File: src/rtl/rv32i_types.sv
// Shared RV32I core types: data word, branch-predictor counter states, update request.
// Latency: n/a (types and pure functions only).
// Backpressure: n/a.
package rv32i_types;

  typedef logic [31:0] rv32i_word;

  typedef enum logic [1:0] {
    strong_nt = 2'b00,
    weak_nt   = 2'b01,
    weak_t    = 2'b10,
    strong_t  = 2'b11
  } bht_state_t;

  localparam bht_state_t BHT_RESET = weak_nt;

  // One resolved-branch write into the predictor tables.
  typedef struct packed {
    logic      en;
    logic      taken;
    rv32i_word target;
  } bht_upd_t;

  // 2-bit saturating counter step: up on taken, down on not-taken.
  function automatic bht_state_t bht_next(input bht_state_t s, input logic taken);
    bht_state_t n;
    n = s;
    case (s)
      strong_nt: n = taken ? weak_nt  : strong_nt;
      weak_nt:   n = taken ? weak_t   : strong_nt;
      weak_t:    n = taken ? strong_t : weak_nt;
      strong_t:  n = taken ? strong_t : weak_t;
      default:   n = BHT_RESET;
    endcase
    return n;
  endfunction

endpackage

File: src/rtl/bht_array.sv
// Branch history counters, valid bits and tagless target storage for the predictor.
// Latency: read is combinational (no write bypass); write lands at the clock edge.
// Backpressure: none; the caller gates the write enable.
module bht_array
  import rv32i_types::*;
#(
  parameter int ENTRIES = 64,
  parameter int IDX_W   = $clog2(ENTRIES)
) (
  input  logic             clk,
  input  logic             rst_n,
  input  logic [IDX_W-1:0] rd_idx,
  output logic             rd_taken,
  output rv32i_word        rd_target,
  input  logic [IDX_W-1:0] wr_idx,
  input  bht_upd_t         upd
);

  bht_state_t ctr   [ENTRIES];
  logic       valid [ENTRIES];
  rv32i_word  tgt   [ENTRIES];

  // Counters and valid bits: reset to weak-not-taken/invalid, then saturating update.
  always_ff @(posedge clk) begin
    if (!rst_n) begin
      for (int i = 0; i < ENTRIES; i++) begin
        ctr[i]   <= BHT_RESET;
        valid[i] <= 1'b0;
      end
    end else if (upd.en) begin
      ctr[wr_idx] <= bht_next(ctr[wr_idx], upd.taken);
      if (upd.taken) begin
        valid[wr_idx] <= 1'b1;
      end
    end
  end

  // Targets carry no reset: contents are masked by valid until the first taken write.
  always_ff @(posedge clk) begin
    if (rst_n && upd.en && upd.taken) begin
      tgt[wr_idx] <= upd.target;
    end
  end

  // Taken prediction needs a valid entry with the counter's upper bit set.
  assign rd_taken  = valid[rd_idx] & ctr[rd_idx][1];
  assign rd_target = tgt[rd_idx];

endmodule

File: src/rtl/branch_resolve.sv
// EX-stage branch resolution: mispredict detect, one-cycle redirect, stats, predictor update.
// Latency: prediction 0 cycles; redirect registered, high exactly one cycle after resolve.
// Backpressure: stall freezes all updates; resolve is masked while redirect is high.
module branch_resolve
  import rv32i_types::*;
#(
  parameter int ENTRIES = 64,
  parameter int IDX_W   = $clog2(ENTRIES)
) (
  input  logic      clk,
  input  logic      rst_n,
  input  rv32i_word if_pc,
  output logic      if_pred_taken,
  output rv32i_word if_pred_target,
  input  logic      ex_valid,
  input  logic      ex_is_branch,
  input  rv32i_word ex_pc,
  input  rv32i_word ex_target,
  input  logic      ex_taken,
  input  logic      ex_pred_taken,
  input  rv32i_word ex_pred_target,
  input  logic      stall,
  output logic      redirect,
  output rv32i_word redirect_pc,
  output rv32i_word branch_count,
  output rv32i_word mispredict_count
);

  logic [IDX_W-1:0] if_idx;
  logic [IDX_W-1:0] ex_idx;
  logic             resolve;
  logic             mispredict;
  rv32i_word        corrected_pc;
  bht_upd_t         upd;
  logic             unused_pc_bits;

  assign if_idx = if_pc[IDX_W+1:2];
  assign ex_idx = ex_pc[IDX_W+1:2];

  // The ~redirect term drops the wrong-path instruction sitting in EX during the flush.
  assign resolve    = ex_valid & ex_is_branch & ~stall & ~redirect;
  assign mispredict = (ex_taken != ex_pred_taken) |
                      (ex_taken & ex_pred_taken & (ex_pred_target != ex_target));
  assign corrected_pc = ex_taken ? ex_target : (ex_pc + 32'd4);

  assign upd.en     = resolve;
  assign upd.taken  = ex_taken;
  assign upd.target = ex_target;

  // Bits outside the index field never address the table.
  assign unused_pc_bits = ^{if_pc[31:IDX_W+2], if_pc[1:0], ex_pc[31:IDX_W+2], ex_pc[1:0]};

  bht_array #(
    .ENTRIES (ENTRIES),
    .IDX_W   (IDX_W)
  ) u_bht (
    .clk       (clk),
    .rst_n     (rst_n),
    .rd_idx    (if_idx),
    .rd_taken  (if_pred_taken),
    .rd_target (if_pred_target),
    .wr_idx    (ex_idx),
    .upd       (upd)
  );

  // Redirect pulse, corrected PC and wrapping statistics.
  always_ff @(posedge clk) begin
    if (!rst_n) begin
      redirect         <= 1'b0;
      redirect_pc      <= '0;
      branch_count     <= '0;
      mispredict_count <= '0;
    end else begin
      redirect <= resolve & mispredict;
      if (resolve & mispredict) begin
        redirect_pc <= corrected_pc;
      end
      if (resolve) begin
        branch_count <= branch_count + 32'd1;
        if (mispredict) begin
          mispredict_count <= mispredict_count + 32'd1;
        end
      end
    end
  end

endmodule

File: config.mk
export PLATFORM = sky130hd
export DESIGN_NAME = branch_resolve
export DESIGN_NICKNAME = d
export VERILOG_FILES = /design/src/rtl/rv32i_types.sv /design/src/rtl/bht_array.sv /design/src/rtl/branch_resolve.sv
export SDC_FILE = /design/constraint.sdc
export NUM_CORES = 2
export LEC_CHECK = 0
export ABC_AREA = 1
export BUFFER_PORTS_ARGS = -buffer_cell sky130_fd_sc_hd__buf_2
export CORE_AREA = 4 4 627 629
export DETAILED_ROUTE_END_ITERATION = 8
export DIE_AREA = 0 0 631 633
export PLACE_DENSITY = 0.46
export SLEW_MARGIN = 20
export SYNTH_ARGS = -nofsm -noshare
export SYNTH_HDL_FRONTEND = slang
export SYNTH_SLANG_ARGS = --single-unit
File: constraint.sdc
create_clock -name clk -period 3.3 [get_ports clk]
set_input_delay 0.495 -clock clk [delete_from_list [all_inputs] [get_ports clk]]
set_output_delay 0.495 -clock clk [all_outputs]
set_load 0.01 [all_outputs]
After elaboration in Yosys (flattened, before gate mapping)
Memory sizes are Yosys's and may differ from the RTL's.
Index checks and enable logic that the tools add are counted.

word-level totals
  bits in registers = 97
  bits in latches = 0
  RAM bits = 2240
  ROM bits = 0
  input port bits = 135
  output and inout bits = 130
  logic and storage cells = 55
  memories kept = 3

memories
  name         depth  bits a word  rd ports  clocked after memory_dff  write ports  line             text
  u_bht.tgt    64     32           1         0                         1            bht_array.sv:21  rv32i_word tgt [ENTRIES];
  u_bht.ctr    64     2            2         0                         64           bht_array.sv:19  bht_state_t ctr [ENTRIES];
  u_bht.valid  64     1            1         0                         64           bht_array.sv:20  logic valid [ENTRIES];

cells by class
  add/sub/neg operators = 3
  multipliers = 0
  div/mod/pow operators = 0
  magnitude comparators = 0
  equality and inequality tests = 5
  shift operators = 0
  multiplexer cells = 24
  bitwise operators = 10
  reduce and logical (&&, ||, !) cells = 6

operator list
  cell                                                             count
  32-bit by 1-bit adder with 32-bit output, second input constant  2
  32-bit by 3-bit adder with 32-bit output, second input constant  1
  32-bit 2-to-1 mux                                                1
  32-bit != test                                                   1
  1-bit 2-to-1 mux                                                 15
  6-bit 2-to-1 mux                                                 2
  2-bit 2-to-1 mux                                                 5
  2-bit one-hot mux with 4 select lines                            1
  1-bit AND                                                        7
  2-bit == test, second input constant                             2
  2-bit by 1-bit == test with 1-bit output, second input constant  1
  1-bit logical AND                                                2
  2-bit zero test                                                  1
  1-bit NOT                                                        2
  2-bit AND reduction                                              1
  2-bit OR reduction                                               1
  1-bit != test                                                    1
  1-bit OR                                                         1
  1-bit OR reduction                                               1

Depth between registers and ports, before layout
  depth after elaboration = 8
  depth in mapped cells = 15
  depth with buffers taken out = 14

Modules after synthesis
A second synthesis with hierarchy kept.

unflattened totals
  cell total of the unflattened synthesis = 8423
  area, all modules = 96196.0 um2

modules (own cells, without submodules)
  module          instances  cells each  area each (um2)  sequential area each (um2)
  bht_array       1          7390        89925.0          66623.9
  branch_resolve  1          1033        6271.0           1941.9

Worst setup path before layout
OpenSTA, ideal clock, no wires.

  path kind = input-to-reg
  from = input port ex_pc[4]
  to = memory u_bht.tgt[13][0] in the netlist's numbering, enable pin
  setup time = 0.421 ns
  arrival = 2.900 ns
  data required time = 2.879 ns
  setup slack = -0.021 ns
  stages = 8
  buffers on the path = 2
  cells stage by stage = buf_6 > inv_1 > nor2_4 > buf_2 > nand3_1 > nor2_1 > inv_1 > nor2_1

RTL lines
  element             line                  text
  start: declaration  branch_resolve.sv:17  input rv32i_word ex_pc,
  end: declaration    bht_array.sv:21

No word-level cell before the write port.

Final worst setup path
  from = input port if_pc[2]
  to = output port if_pred_target[2]

between the ends
  longest elaborated chain between the ends = 1

RTL lines
  element             line                  text
  start: declaration  branch_resolve.sv:12  input rv32i_word if_pc,
  memory 64 x 32 bit  -
  end: declaration    branch_resolve.sv:14  output rv32i_word if_pred_target,

Every way passes these cells.

==> results.sh <==
export IMPL_synth_seq_area_share_pct=70.9
export IMPL_timing_critical_path_from_type="primary input"
export IMPL_clock_tree_htree_level_count=4
export IMPL_synth_top_cells_by_count="sky130_fd_sc_hd__edfxtp_1 (2,176), sky130_fd_sc_hd__nor2_1 (1,324), sky130_fd_sc_hd__o21ai_0 (1,134)"
export IMPL_path_common_cell="sky130_fd_sc_hd__buf_12"
export IMPL_timing_worst_slew_pin_value_ns=0.908
export IMPL_worst_clock_skew_ns=0.0588
export IMPL_drv_max_cap_violation_count=0
export IMPL_chipHeight_um=633
export IMPL_antenna_found_initial=48
export IMPL_timing_final_setup_violations=0
export IMPL_p_per_area_nw_per_um2=549
export IMPL_critical_path_arrival_ns=2.71
export IMPL_max_freq_mhz=312
export IMPL_placed_area_um2=110000
export IMPL_critPathMaxFanout=50
export IMPL_grt_use_total_pct=16.9
export IMPL_synth_seq_cells=2337
export IMPL_dieWidth_um=631
export IMPL_ant_nets=0
export IMPL_routed_via_count=68600
export IMPL_worstSetupPathType="in2out"
export IMPL_post_synth_top_area_cell="sky130_fd_sc_hd__edfxtp_1"
export IMPL_worst_hold_path_type="in2reg"
export IMPL_clk_path_buf_depth=4
export IMPL_clock_tree_root_cell="sky130_fd_sc_hd__clkbuf_16"
export IMPL_placed_instances=13800
export IMPL_floorplan_initialDensity_pct=24.9
export IMPL_total_power_consumption_mw=65.1
export IMPL_cts_clock_pin_slew_for_the_worst_setup_and_hold_paths_ns=0.06
export IMPL_fin_area_um2=119000
export IMPL_run_status="finished clean"
export IMPL_post_route_drc_count=0
export IMPL_layout_core_utilization_pct=30.6
export IMPL_cts_made_buffers=242
export IMPL_critical_path_max_stage_delay_ns=0.24
export IMPL_syn_mean_instance_area_um2=11.6
export IMPL_syn_instance_count=8343
export IMPL_finalNonFillerCells=14300
export IMPL_worst_skew_pair_late_latency_ns=0.93
export IMPL_synth_warnings=0
export IMPL_yosys_top_cells_area="sky130_fd_sc_hd__edfxtp_1 (68%), sky130_fd_sc_hd__o21ai_0 (5.9%), sky130_fd_sc_hd__nor2_1 (5.1%), sky130_fd_sc_hd__nand2_1 (4.2%), sky130_fd_sc_hd__o22ai_1 (3.5%)"
export IMPL_ys_types=43
export IMPL_die_area_um2=399000
export IMPL_critical_path_cell_list="buf_8 -> inv_16 -> buf_12 -> buf_12 -> buf_12 -> o21ai_0 -> o22ai_1 -> nand2_1 -> nand3_1 -> nand3_1 -> nand3_1 -> and2_1 -> buf_12 -> buf_2"
export IMPL_setup_worst_path_end_class="primary output"
export IMPL_rows=229
export IMPL_maxSlewViolCount=0
export IMPL_post_route_min_period_ns=3.20
export IMPL_critical_path_slowest_cell="sky130_fd_sc_hd__buf_12"
export IMPL_detailed_place_hpwl_um=224000
export IMPL_placement_io_buffers=238
export IMPL_drt_pass1_iter_count=6
export IMPL_grt_first_pass_wirelength_um=494000
export IMPL_mappedNetlistNets=8482
export IMPL_first_global_vias=66500
export IMPL_layout_drive_gt1_share_pct=15.6
export IMPL_boundaryPins=265
export IMPL_drt_initial_drc_count=6396
export IMPL_synth_top_area_share_pct=67.6
export IMPL_postSynth_asyncResetShare_pct=0
export IMPL_area_delta_synth_final_pct=22.8
export IMPL_finalCritPeriodShare_pct=97.1
export IMPL_routabilityCongestion=0.870
export IMPL_final_hold_violation_count=0
export IMPL_synth_most_common_cell="sky130_fd_sc_hd__edfxtp_1"
export IMPL_placeableCoreArea_um2=388000
export IMPL_cts_tree="built"
export IMPL_power_ir_vdd_worst_mv=0.421
export IMPL_worst_path_dominant_cell_family="buffers and inverters"
export IMPL_hold_slack_ns=0.0730
export IMPL_total_grt_overflow=0
export IMPL_critical_path_buffers_and_inverters=7
export IMPL_fillers=39200
export IMPL_synth_area_um2=96700
export IMPL_power_leakage_nw=39.1
export IMPL_yosys_most_used_dff="sky130_fd_sc_hd__edfxtp_1"
export IMPL_number_of_synthesized_flops_with_an_enable_pin=2176
export IMPL_route_final_wire_length_um=353000
export IMPL_timing_max_slew_rel_slack_pct=39.5
export IMPL_layout_nets=9009
export IMPL_route_detailed_wl_per_inst_um=24.6
export IMPL_vias_per_cell=4.79
export IMPL_sink_count_of_the_clock_tree=2337
export IMPL_unrepaired_setup_endpoints_after_global_routing="true"
export IMPL_cts_setup_buffers=0
export IMPL_worst_ep_required_time_ns=2.80
export IMPL_pin_count_of_the_biggest_net_entering_global_routing=135
## worst paths after layout
path / start / endpoint / slack [ns] / depth (start not counted)
hold / removal: ex_target[9] / u_bht.tgt[25][9]$_DFFE_PP_ / 0.07 / 2
setup / recovery: if_pc[2] / if_pred_target[2] / 0.1 / 14
setup reg to reg: redirect$_SDFF_PN0_ / u_bht.tgt[12][10]$_DFFE_PP_ / 0.67 / 10
hold reg to reg: redirect_pc[16]$_SDFFE_PN0P_ / redirect_pc[16]$_SDFFE_PN0P_ / 0.46 / 2
## kinds of logic (layout without fill, tap and decap cells)
kind of cell	after synthesis	after routing	share of synthesized area (%)
xor gates and xnor gates	62	62	0.562
buffers and inverters	842	1558	3.54
muxes	1	1	0.0104
DFF	2337	2337	70.9
and+or+nand+nor	3133	3133	13.6
adders and majority gates	4	4	0.0518
other	0	71	0
AOI/OAI and AO/OA	1964	1964	11.3
## placed cells by master, fill, tap and decap left out, types with 7 or more instances in the layout
master,count
sky130_fd_sc_hd__o211ai_1,55
sky130_fd_sc_hd__buf_12,264
sky130_fd_sc_hd__clkinvlp_4,7
sky130_fd_sc_hd__buf_2,230
sky130_fd_sc_hd__xnor2_1,37
sky130_fd_sc_hd__o21ai_0,1130
sky130_fd_sc_hd__nor3_1,38
sky130_fd_sc_hd__or2_2,10
sky130_fd_sc_hd__nand3b_1,13
sky130_fd_sc_hd__o22ai_1,545
sky130_fd_sc_hd__nor2_4,69
sky130_fd_sc_hd__buf_4,337
sky130_fd_sc_hd__nor2_1,1260
sky130_fd_sc_hd__bufinv_16,31
sky130_fd_sc_hd__nand4_1,13
sky130_fd_sc_hd__and2_1,25
sky130_fd_sc_hd__a21oi_2,60
sky130_fd_sc_hd__inv_1,262
sky130_fd_sc_hd__buf_16,7
sky130_fd_sc_hd__nand2_1,1077
sky130_fd_sc_hd__clkbuf_1,47
sky130_fd_sc_hd__nand3_2,67
sky130_fd_sc_hd__edfxtp_1,2176
sky130_fd_sc_hd__a21oi_1,108
sky130_fd_sc_hd__clkinv_1,57
sky130_fd_sc_hd__dfxtp_1,161
sky130_fd_sc_hd__clkinv_2,38
sky130_fd_sc_hd__clkbuf_16,249
sky130_fd_sc_hd__xor2_1,25
sky130_fd_sc_hd__diode_2,71
sky130_fd_sc_hd__o21ai_1,55
sky130_fd_sc_hd__nand3_1,536
## area by class of cell
type	count	area, um^2	area share (%)
sequential	2337	68600	57.8
multi-input combinational	5164	25200	21.2
timing repair buffer	851	9340	7.87
tap	5197	6500	5.48
clock buffer	295	6370	5.37
clock inverter	138	1440	1.22
inverter	274	1070	0.906
antenna	71	178	0.150
## sequential cells by signal, indices dropped and copies added (netlist names)
name,flops
u_bht.tgt,2048
redirect,1
mispredict_count,32
branch_count,32
redirect_pc,32
u_bht.ctr,128
u_bht.valid,64
## where the power goes
group,internal (mW),switching (mW)
combinational,1.53,3.52
clock,16.0,11.6
sequential,32.4,0.0297
## per-stage QoR
stage	TNS [ns]	setup slack, ns
floorplan	0	0.000844
global placement	0	0.0274
detailed placement	0	0.000358
CTS	0	0.00861
global route	-0.101	-0.0273
finish	0	0.0961
## repair_timing
item                       in CTS  in global routing
resized for setup               4                 19
setup endpoints to repair       2                 13
cloned                          0                  2
hold endpoints to repair        2                  0
hold buffers                    2                  0
## metal layers
| layer | vias up | track usage [%] | wire length (um) |
|---|---|---|---|
| met3 | 541 | 2.14 | 18500 |
| met5 | - | 0 | 27 |
| met4 | 4 | 7.29 | 16500 |
| met1 | 34800 | 21.4 | 145000 |
| li1 | 31200 | - | - |
| met2 | 2039 | 28.9 | 172000 |
## worst reg2reg max path, cell delays in order (launching register included)
cell	delay [ns]
sky130_fd_sc_hd__dfxtp_1	0.32
sky130_fd_sc_hd__nor2_1	0.12
sky130_fd_sc_hd__nand2_2	0.15
sky130_fd_sc_hd__nor2_2	0.11
sky130_fd_sc_hd__buf_4	0.23
sky130_fd_sc_hd__nand3_1	0.14
sky130_fd_sc_hd__buf_4	0.18
sky130_fd_sc_hd__nor2_1	0.18
sky130_fd_sc_hd__inv_1	0.16
sky130_fd_sc_hd__nor2_4	0.46
sky130_fd_sc_hd__buf_12	0.23
(Power assumes the default switching activity.)
